===== config.mk =====
export PLATFORM = sky130hd
export DESIGN_NAME = load_store_unit
export DESIGN_NICKNAME = d
export VERILOG_FILES = /design/src/rtl/load_store_unit.sv
export SDC_FILE = /design/constraint.sdc
export NUM_CORES = 1
export LEC_CHECK = 0
export CORE_MARGIN = 2
export CORE_UTILIZATION = 50
export CTS_BUF_LIST = sky130_fd_sc_hd__clkbuf_8
export DETAILED_ROUTE_END_ITERATION = 8
export DONT_BUFFER_PORTS = 1
export GPL_ROUTABILITY_DRIVEN = 0
export SYNTH_ARGS = -nofsm -noshare
export SYNTH_HDL_FRONTEND = slang
export SYNTH_SLANG_ARGS = --single-unit

===== constraint.sdc =====
create_clock -name i_clk -period 5.1 [get_ports i_clk]
set_clock_uncertainty 0.05 [all_clocks]
set_input_delay 1.02 -clock i_clk [delete_from_list [all_inputs] [get_ports i_clk]]
set_output_delay 1.02 -clock i_clk [all_outputs]
set_load 0.05 [all_outputs]

===== src/rtl/load_store_unit.sv =====
// rtl/load_store_unit.sv - single-outstanding load/store unit with big-endian lanes and RMW sub-word stores
module load_store_unit #(
  parameter int TAG_W     = 5,
  parameter int MEM_BYTES = 256
) (
  input  logic             i_clk,
  input  logic             i_rst_n,
  input  logic             i_req_valid,
  output logic             o_req_ready,
  input  logic             i_req_we,
  input  logic [1:0]       i_req_size,
  input  logic             i_req_unsigned,
  input  logic [31:0]      i_req_addr,
  input  logic [31:0]      i_req_wdata,
  input  logic [TAG_W-1:0] i_req_tag,
  output logic             o_resp_valid,
  input  logic             i_resp_ready,
  output logic [31:0]      o_resp_data,
  output logic [TAG_W-1:0] o_resp_tag,
  output logic             o_resp_err,
  output logic [31:0]      o_r_mem_addr,
  input  logic [31:0]      i_r_mem_data,
  output logic [31:0]      o_w_mem_addr,
  output logic [31:0]      o_w_mem_data,
  output logic             o_w_mem_en
);

  typedef enum logic [2:0] {IDLE, RD_ISSUE, RD_WAIT, WRITE, RESP} state_t;

  localparam logic [1:0]  SZ_BYTE   = 2'b00;
  localparam logic [1:0]  SZ_HALF   = 2'b01;
  localparam logic [1:0]  SZ_WORD   = 2'b10;
  localparam logic [1:0]  SZ_ILL    = 2'b11;
  localparam logic [32:0] MEM_LIMIT = 33'(MEM_BYTES);

  state_t      state, state_nxt;
  logic        accept;
  logic        req_err;
  logic [31:0] aligned_addr;
  logic [32:0] addr_end;

  logic [1:0]  q_off;
  logic [1:0]  q_size;
  logic        q_unsigned;
  logic        q_we;
  logic [15:0] q_wdata;

  logic [7:0]  lane_byte;
  logic [15:0] lane_half;
  logic [31:0] load_data;
  logic [31:0] merged;

  assign o_req_ready  = (state == IDLE) && i_rst_n;
  assign o_resp_valid = (state == RESP);
  assign o_w_mem_en   = (state == WRITE);
  assign accept       = i_req_valid && o_req_ready;

  // Range check uses the word-aligned base so a word never straddles the top of memory.
  assign aligned_addr = {i_req_addr[31:2], 2'b00};
  assign addr_end     = {1'b0, aligned_addr} + 33'd3;
  assign req_err      = (i_req_size == SZ_ILL)
                     || ((i_req_size == SZ_HALF) && i_req_addr[0])
                     || ((i_req_size == SZ_WORD) && (i_req_addr[1:0] != 2'b00))
                     || (addr_end >= MEM_LIMIT);

  always_ff @(posedge i_clk or negedge i_rst_n) begin
    if (!i_rst_n) state <= IDLE;
    else          state <= state_nxt;
  end

  always_comb begin
    state_nxt = state;
    case (state)
      IDLE: begin
        if (accept) begin
          if (req_err)                               state_nxt = RESP;
          else if (i_req_we && i_req_size == SZ_WORD) state_nxt = WRITE;
          else                                       state_nxt = RD_ISSUE;
        end
      end
      RD_ISSUE: state_nxt = RD_WAIT;
      RD_WAIT:  state_nxt = q_we ? WRITE : RESP;
      WRITE:    state_nxt = RESP;
      RESP:     if (i_resp_ready) state_nxt = IDLE;
      default:  state_nxt = IDLE;
    endcase
  end

  // Big-endian lane selection: byte offset 0 is the most significant byte.
  always_comb begin
    lane_byte = 8'h00;
    case (q_off)
      2'd0: lane_byte = i_r_mem_data[31:24];
      2'd1: lane_byte = i_r_mem_data[23:16];
      2'd2: lane_byte = i_r_mem_data[15:8];
      2'd3: lane_byte = i_r_mem_data[7:0];
      default: lane_byte = 8'h00;
    endcase
    lane_half = q_off[1] ? i_r_mem_data[15:0] : i_r_mem_data[31:16];

    load_data = i_r_mem_data;
    if (q_size == SZ_BYTE)
      load_data = q_unsigned ? {24'h0, lane_byte} : {{24{lane_byte[7]}}, lane_byte};
    else if (q_size == SZ_HALF)
      load_data = q_unsigned ? {16'h0, lane_half} : {{16{lane_half[15]}}, lane_half};

    merged = i_r_mem_data;
    if (q_size == SZ_BYTE) begin
      case (q_off)
        2'd0: merged[31:24] = q_wdata[7:0];
        2'd1: merged[23:16] = q_wdata[7:0];
        2'd2: merged[15:8]  = q_wdata[7:0];
        2'd3: merged[7:0]   = q_wdata[7:0];
        default: merged = i_r_mem_data;
      endcase
    end else if (q_off[1]) begin
      merged[15:0] = q_wdata;
    end else begin
      merged[31:16] = q_wdata;
    end
  end

  always_ff @(posedge i_clk or negedge i_rst_n) begin
    if (!i_rst_n) begin
      q_off        <= 2'b00;
      q_size       <= 2'b00;
      q_unsigned   <= 1'b0;
      q_we         <= 1'b0;
      q_wdata      <= 16'h0;
      o_resp_data  <= 32'h0;
      o_resp_tag   <= '0;
      o_resp_err   <= 1'b0;
      o_r_mem_addr <= 32'h0;
      o_w_mem_addr <= 32'h0;
      o_w_mem_data <= 32'h0;
    end else begin
      case (state)
        IDLE: begin
          if (accept) begin
            q_off       <= i_req_addr[1:0];
            q_size      <= i_req_size;
            q_unsigned  <= i_req_unsigned;
            q_we        <= i_req_we;
            q_wdata     <= i_req_wdata[15:0];
            o_resp_tag  <= i_req_tag;
            o_resp_data <= 32'h0;
            o_resp_err  <= req_err;
            // Errored requests leave both memory address registers untouched.
            if (!req_err) begin
              if (i_req_we && i_req_size == SZ_WORD) begin
                o_w_mem_addr <= aligned_addr;
                o_w_mem_data <= i_req_wdata;
              end else begin
                o_r_mem_addr <= aligned_addr;
                if (i_req_we) o_w_mem_addr <= aligned_addr;
              end
            end
          end
        end
        RD_WAIT: begin
          if (q_we) o_w_mem_data <= merged;
          else      o_resp_data  <= load_data;
        end
        default: ;
      endcase
    end
  end

endmodule


==> flow_summary_export.csv <==
group,metric,value,unit
critical_path,setup.worst_path.class,"flip-flop to primary output",
synthesis,ys_ff_latch,155,
synthesis,yosysTopAreaCell,"dfrtp_1",
cts,cts_num_sinks,155,
floorplan,start_util,51.2,%
synthesis,synthAdderAreaFrac,0,%
synthesis,yosysWarnings,0,
floorplan,coreArea,0.0138,sq mm
layout,postLayoutCoreUtil,54.6,%
critical_path,cp_max_fo,12,
floorplan,rows,43,
layout,diodes,0,
floorplan,die_area,0.0151,sq mm
critical_path,start_kind,"flip-flop",
timing,min_period,3230,ps
global_routing,grt_pass1_wl,27400,um
drt,wire_per_inst,23.2,um
synthesis,async_flop_share,100,%
critical_path,critical_path_required,4030,ps
critical_path,timing.rr.start,"state[1]",
cts,tritoncts,"yes",
drt,dr_wl_met2,8850,um
synthesis,post_synth_xor_area_fraction,0,%
hold_path,hp-class,"input port to async pin",
drt,drt_iter0_drc,325,
layout,final_cell_area,0.00755,sq mm
timing,hold_violations,0,
timing,fmax,310,MHz
critical_path,worstSetupStartpoint,"state[1]",
drt,dr_wl_met3,1770,um
synthesis,synth_top_area_share,54.8,%
layout,final_cells,789,
placement,dp.cells,757,
drt,vias,4815,
global_routing,antenna_found_initial,0,
power_and_ir_drop,p_leak,3.56,nW
cts,cts_buffers,17,
timing,tns,0,ps
drt,met1Wirelength,7110,um
synthesis,synth-edff-count,0,
synthesis,ys_top_cells_by_area,"dfrtp_1, mux2_2, nor2b_1",
placement,dpl.hpwl,13000,um
cts,insertion_delay,440,ps
global_routing,gr-total-overflow,0,
synthesis,netlist_area,0.00708,sq mm
cts,clock_tree.root_cell,"clkbuf_8",
layout,num-nets-final,705,
drt,first_pass_iters,5,
global_routing,track_usage,24.3,%
power_and_ir_drop,ir_worst_vdd,0.000213,V
synthesis,synth_top_family_by_area,"multiplexers",
global_routing,grt_max_degree,158,
drt,dr.max_layer_used,"met4",
synthesis,synth_compound_area_share,14.1,%
placement,preCtsSetupSlack,1640,ps
drt,drtAntennaViolNets,0,
layout,syn_to_final_growth,6.68,%
cts,clockBufferDepth,2,
floorplan,pin_count,246,
placement,io_buffers,0,
cts,cts_hold_buf,0,
drt,wl,18300,um
cts,ctsHtreeMaxLevel,4,
outcome,status,"finished clean",
timing,slew_headroom,23.0,%
timing,setup_ws,1870,ps
floorplan,die_x,123,um
synthesis,synthMuxAreaShare,15.9,%
layout,fill_cells,1230,
floorplan,die_h,123,um
synthesis,syn_area_per_cell,11.5,sq um
timing,fin_crit_sh,63.3,%
timing,setup_viol,0,
drt,drc,0,
global_routing,grt_pass1_vias,4916,
flow_run,max-cap-violations,0,
timing,rsz0062_at_grt,"false",
drt,post_drt_via_cell_ratio,6.10,
cts,cts_setup_buffers,0,
synthesis,synthTopCellsByCount,"dfrtp_1, mux2_2, o21ai_0",
synthesis,yosysMostFrequentCell,"dfrtp_1",
critical_path,worstSetupEndpointType,"primary output",
power_and_ir_drop,power_density,388,mW/mm^2
synthesis,synth-seq-area-share,54.8,%
placement,placed_area,0.00715,sq mm
synthesis,synth-simple-area-share,11.0,%
synthesis,yosysUniqueCellTypes,48,
synthesis,syn_inst,615,
layout,drive_above_1_share,22.0,%
timing,maxSlewViolCount,0,
cts,clk_pin_slew,90,ps
synthesis,synth_ff_type,"dfrtp_1",
critical_path,cp.arrival,2160,ps
timing,worst_pin_slew,1150,ps
cts,cts.repair.resized,0,
==> layout by cell type, fill, tap and decap left out, drive strengths merged, types with 2 or more instances in the layout <==
cell and n:
clkinvlp 3, o211ai 2, inv 23, o21ai 49, a21oi 25, dfrtp 155
or2 2, clkbuf 17, o31ai 2, nor4 6, mux2i 18, nor3 5
mux4 8, nor2b 48, a22o 5, a22oi 6, mux2 68, a32o 3
nand2 38, a221o 16, o221ai 3, buf 8, clkinv 3, o2bb2ai 8
bufinv 2, o22ai 19, nor2 43, conb 4, and3 2, a221oi 3
==> critical path, cell delays in order (launching register included) <==
cell and delay, ps:
dfrtp_1 500, or3_1 470, nor2_1 740
==> stage by stage <==
step | hold slack [ps] | total power (W)
global route | 158 | 0.00307
global placement | 432 | 0.00201
finish | 210 | 0.00293
CTS | 185 | 0.00295
detailed placement | 439 | 0.00202
floorplan | 424 | 0.00192
==> state kept, by name (all words and copies together), names as in the netlist, 2 cells and up <==
| register | count |
|---|---|
| state | 3 |
| q_size | 2 |
| o_resp_data | 32 |
| o_r_mem_addr | 30 |
| o_resp_tag | 5 |
| q_off | 2 |
| q_wdata | 16 |
| o_w_mem_addr | 30 |
| o_w_mem_data | 32 |
==> path summary, 6_finish.rpt <==
path	endpoint	slack, ps	cells after the start
max	o_req_ready	1870	2
min	o_resp_data[20]	210	0
max reg2reg	o_resp_data[29]	2180	4
min reg2reg	q_wdata[8]	460	1
max in group asynchronous	o_w_mem_addr[4]	4610	0
min in group i_clk	q_wdata[8]	460	1
==> cell families after synthesis <==
family | count (synthesis)
flops | 155
simple gates | 153
buf+inv | 65
mux | 94
other cells | 1
compound gates | 147
==> layout make-up <==
cell class / count / area [sq um] / area share (%)
multi-input cells: 398 / 2930 / 38.8
clock inverters: 15 / 164 / 2.17
repair buffers: 8 / 60.1 / 0.796
flip-flops and latches: 155 / 3880 / 51.4
well taps: 180 / 225 / 2.98
inverters: 16 / 60.1 / 0.796
clock buffers: 17 / 234 / 3.10
==> report_power, final <==
part | internal [W] | switching (W)
logic | 0.000192 | 0.000239
clock network | 0.000444 | 0.000485
registers | 0.00131 | 0.000257
total | 0.00195 | 0.000982
==> metal layers <==
| metal | track usage, % | up-vias |
|---|---|---|
| met1 | 29.9 | 2384 |
| met5 | 0 | - |
| met3 | 9.32 | 32 |
| li1 | - | 2148 |
| met2 | 38.3 | 251 |
| met4 | 10.7 | 0 |
No activity file was read; power rests on OpenSTA's default activity.
